==> src/rtl/regfile_pkg.sv <==
// Shared constants and the write-request record for the register-file write port.
package regfile_pkg;

   localparam int REG_COUNT = 32;
   localparam int ADDR_W    = 5;
   localparam int WORD_W    = 64;
   localparam logic [ADDR_W-1:0] ZERO_REG = 5'd31;

   typedef struct packed {
      logic [ADDR_W-1:0] addr;
      logic [WORD_W-1:0] data;
   } wr_req_t;

endpackage

==> src/rtl/regfile_write_port_decoder5_32.sv <==
// Combinational 5-to-32 one-hot decoder with enable, built as a 2-to-4
// group select driving four 3-to-8 stages.
module decoder5_32
   import regfile_pkg::*;
(
   input  logic                 en,
   input  logic [ADDR_W-1:0]    addr,
   output logic [REG_COUNT-1:0] onehot
);

   logic [3:0] grp;

   always_comb begin
      grp = '0;
      if (en) grp[addr[4:3]] = 1'b1;
   end

   for (genvar g = 0; g < 4; g++) begin : g_dec3_8
      assign onehot[g*8 +: 8] = grp[g] ? (8'b0000_0001 << addr[2:0]) : 8'b0;
   end

endmodule

==> src/rtl/regfile_write_port.sv <==
// Write-side controller for the 32 x 64 register file: buffered WB requests
// drained as a registered one-hot write enable. Optional RF_BYPASS_EN adds a read bypass lookup.
module regfile_write_port
   import regfile_pkg::*;
#(
   parameter int DATA_W = 64,
   parameter int DEPTH  = 2
) (
   input  logic                 clk,
   input  logic                 reset,
   input  logic                 in_valid,
   output logic                 in_ready,
   input  logic                 in_regwrite,
   input  logic [ADDR_W-1:0]    in_addr,
   input  logic [DATA_W-1:0]    in_data,
   input  logic                 drain_stall,
   output logic [REG_COUNT-1:0] wr_en,
   output logic [DATA_W-1:0]    wr_data,
`ifdef RF_BYPASS_EN
   input  logic [ADDR_W-1:0]    rd_addr,
   output logic                 byp_hit,
   output logic [DATA_W-1:0]    byp_data,
`endif
   output logic [1:0]           pending
);

   localparam int PTR_W = $clog2(DEPTH);
   localparam int CNT_W = $clog2(DEPTH + 1);

   // The FIFO record carries the package word width, so the two must agree.
   if (DATA_W != WORD_W) begin : g_width_check
      $error("regfile_write_port: DATA_W must equal regfile_pkg::WORD_W");
   end

   wr_req_t              fifo_q [DEPTH];
   wr_req_t              head;
   logic [PTR_W-1:0]     wr_ptr;
   logic [PTR_W-1:0]     rd_ptr;
   logic [CNT_W-1:0]     count;
   logic                 push;
   logic                 pop;
   logic [REG_COUNT-1:0] wr_en_p0;

   assign in_ready = (count < CNT_W'(DEPTH));
   assign pending  = count[1:0];

   // Zero-register and non-RegWrite requests are consumed without occupying a slot.
   assign push = in_valid && in_ready && in_regwrite && (in_addr != ZERO_REG);
   assign pop  = (count != '0) && !drain_stall;
   assign head = fifo_q[rd_ptr];

   decoder5_32 u_dec (
      .en     (pop),
      .addr   (head.addr),
      .onehot (wr_en_p0)
   );

   always_ff @(posedge clk) begin
      if (push) fifo_q[wr_ptr] <= '{addr: in_addr, data: in_data};
   end

   // Stage p0 -> p1: pointers, occupancy and the registered write strobe.
   always_ff @(posedge clk or posedge reset) begin
      if (reset) begin
         wr_ptr  <= '0;
         rd_ptr  <= '0;
         count   <= '0;
         wr_en   <= '0;
         wr_data <= '0;
      end else begin
         if (push) wr_ptr <= wr_ptr + PTR_W'(1);
         if (pop)  rd_ptr <= rd_ptr + PTR_W'(1);
         case ({push, pop})
            2'b10:   count <= count + CNT_W'(1);
            2'b01:   count <= count - CNT_W'(1);
            default: count <= count;
         endcase
         wr_en <= wr_en_p0;
         if (pop) wr_data <= head.data;
      end
   end

`ifdef RF_BYPASS_EN
   // Later FIFO entries overwrite earlier hits, so the newest match wins over the strobe register.
   always_comb begin
      byp_hit  = 1'b0;
      byp_data = '0;
      if (rd_addr != ZERO_REG) begin
         if (wr_en[rd_addr]) begin
            byp_hit  = 1'b1;
            byp_data = wr_data;
         end
         for (int i = 0; i < DEPTH; i++) begin
            automatic logic [PTR_W-1:0] idx = rd_ptr + PTR_W'(i);
            if ((CNT_W'(i) < count) && (fifo_q[idx].addr == rd_addr)) begin
               byp_hit  = 1'b1;
               byp_data = fifo_q[idx].data;
            end
         end
      end
   end
`endif

endmodule

==> config.mk <==
export PLATFORM = sky130hd
export DESIGN_NAME = regfile_write_port
export DESIGN_NICKNAME = d
export VERILOG_FILES = /design/src/rtl/regfile_pkg.sv /design/src/rtl/regfile_write_port_decoder5_32.sv /design/src/rtl/regfile_write_port.sv
export SDC_FILE = /design/constraint.sdc
export NUM_CORES = 1
export LEC_CHECK = 0
export ABC_AREA = 1
export ABC_CLOCK_PERIOD_IN_PS = 5910
export CELL_PAD_IN_SITES_DETAIL_PLACEMENT = 0
export CELL_PAD_IN_SITES_GLOBAL_PLACEMENT = 1
export CORE_MARGIN = 2
export CORE_UTILIZATION = 35
export DETAILED_ROUTE_END_ITERATION = 8
export PLACE_DENSITY_LB_ADDON = 0.1
export SETUP_SLACK_MARGIN = 0.3
export SYNTH_ARGS = -nofsm -noshare
export SYNTH_HDL_FRONTEND = slang
export SYNTH_SLANG_ARGS = --single-unit
==> constraint.sdc <==
create_clock -name clk -period 5.91 [get_ports clk]
set_clock_uncertainty 0.1 [all_clocks]
set_input_delay 1.182 -clock clk [delete_from_list [all_inputs] [get_ports clk]]
set_output_delay 1.182 -clock clk [all_outputs]
set_load 0.1 [all_outputs]
==> qor.txt <==
setup_tns - 0 ns
period utilization - 59.1%
Synth warnings - 0
DR WL/cell - 16.5 um
largest net degree at the start of global routing - 75
Critical Path Max Stage Delay - 1.14 ns
FP Rows - 57
die area - 26000 um^2
HP Class - reg2reg
CP startpoint - pending[1]$_DFFE_PP0P_
CP arrival - 2.21 ns
most common cell after layout, fill and taps aside - clkdlybuf4s50_1
Worst-Margin Slew - 1.20 ns
number of synthesized flops with an enable pin - 138
max-slew violations - 0
Area Overhead vs Synth - 32.8%
CTS HTree Levels - 1
Fmax - 286 MHz
Die Y - 161 um
FF+latch count, synth - 238
max_cap viols - 0
Clock Sinks - 238
port bufs - 172
Core ar. - 24300 um^2
Crit. path cell count - 2
Hold Crit Depth - 2
setup bufs post-CTS - 0
DP Wirelength - 12100 um
chip width - 161 um
Worst Setup Start Kind - register
WP buf/inv - 2
CTS resizes - 0
CTS tree - built
hold path start - fifo_q[1][5]$_DFFE_PP_
Top delay family on crit path - buffers and inverters
CP max FO - 5
CP max-delay cell - clkdlybuf4s50_1
final non-filler cell total - 1154
DR pass1 iterations - 4
status - finished, final reports clean
detailed router's first-iteration violation count - 215
synthesized area per cell - 13.6 um^2
vias - 5280
number of global-route vias before repair - 5440
critical-path cell list - inv_1 -> clkdlybuf4s50_1
share of layout cells above drive strength 1 - 14.2%
Min Clock Period, post-route - 3.49 ns
RSZ-0062 raised after global routing - no
initial antenna violation count - 0
clock latency at the later pin of the worst-skew pair - 0.51 ns
Crit Path Class - reg2out
Worst-path clk slew - 0.06 ns
post-route ant nets - 0
initial core utilization - 35.6%
final net count - 887
synth unique cells - 20
Num CTS Buffers - 25
r2r startpoint - rd_ptr$_DFFE_PP0P_
mapped cell area - 8650 um^2
GR Util All Layers - 14.8%
Synth Instances - 636
GR Overflow Total - 0
total I/O pin count - 173
vias per cell - 4.58
Max-slew headroom - 20.2%
sequential area share after synthesis - 76.8%
DR DRC count - 0
Mapped Nets - 711
CTS root buf - clkbuf_16
Post-Route WL - 19100 um
commonest non-fill, non-tap cells in the layout - clkdlybuf4s50_1 (172), nand2_1 (165), edfxtp_1 (138), dfrtp_1 (99), or2_2 (65)
# setup viols final - 0
Placer Congestion - 0.721
ys async rst share - 42.0%
maximum clock path buffer count - 3
diode count - 0
worst reg2reg path depth - 7
Critical Path Sink Type - primary output
post-cts hold buffer count - 0
Critical Path RT - 4.63 ns
Top FF cell, synth - edfxtp_1
first-pass GRT wire length - 30100 um
final hold vios - 0
Placed Cells - 1109
## worst reg2reg max path, stage by stage, from the launching register on
cell and delay (ns):
dfrtp_2 1.13, inv_2 0.40, buf_4 0.46, nand2_1 0.15, nand2_1 0.13, inv_1 0.13, nand3_1 0.16, nor2_1 0.15
## cell type report
cell class	instances	area, um^2
fillers	2171	12800
inverters	18	71.3
flip-flops and latches	238	6650
well taps	324	405
clock inverters	4	26.3
repair buffers	179	1770
clock buffers	41	757
multi-input cells	350	1810
## cell families after synthesis
kind of cell             Yosys count  share of synthesized area (%)
AO/OA/AOI/OAI                     65                           5.64
XOR/XNOR                           2                          0.202
adder cells (fa/ha/maj)            1                          0.145
buffers and inverters             48                           2.54
flip-flops                       238                           76.8
AND/OR/NAND/NOR                  282                           14.7
## worst paths after layout
| path | to | slack (ns) |
|---|---|---|
| hold reg to reg | wr_data[5]$_DFFE_PP0P_ | 0.37 |
| max in group asynchronous | rd_ptr$_DFFE_PP0P_ | 3.54 |
| setup reg to reg | wr_en[4]$_DFF_PP0_ | 3.02 |
| setup / recovery | in_ready | 2.42 |
| min in group asynchronous | wr_en[19]$_DFF_PP0_ | 1.11 |
| hold / removal | wr_data[5]$_DFFE_PP0P_ | 0.37 |
## per-stage QoR
| stage | instance area [um^2] | hold WS (ns) | utilization [%] | setup WS [ns] |
|---|---|---|---|---|
| 6_report | 11500 | 0.373 | 47.2 | 2.42 |
| 3_5_place_dp | 10700 | 0.366 | 44.0 | 2.06 |
| 3_3_place_gp | 10700 | 0.364 | 44.0 | 2.09 |
| 2_1_floorplan | 8650 | 0.342 | - | 0.525 |
| 5_1_grt | 11500 | 0.396 | 47.2 | 2.34 |
| 4_1_cts | 11500 | 0.379 | 47.2 | 2.38 |
## Yosys cell counts, drive strengths merged (8+ instances only)
master  count  share of area [%]
buf        22                1.4
clkbuf      8               0.35
nand2     165                7.2
nor2       37                1.7
o211ai     64                5.6
nand3      14                1.0
edfxtp    138                 48
or2        65                4.7
dfrtp     100                 29
inv        18               0.78
## state kept, by name, summed over array words and instances, names as in the netlist
name	flops
fifo_q	138
pending	2
rd_ptr	1
wr_data	64
wr_en	32
wr_ptr	1
## routing by layer
metal / up-vias / share of wire, % / track usage [%]
met5: - / 0 / 0
met3: 29 / 5.7 / 3.60
met2: 129 / 48 / 25.6
li1: 2530 / - / -
met4: 0 / 2.2 / 4.18
met1: 2592 / 44 / 18.7
Power is not shown: default switching activity piles up to over one toggle a cycle in this logic, so the estimate is an artifact.
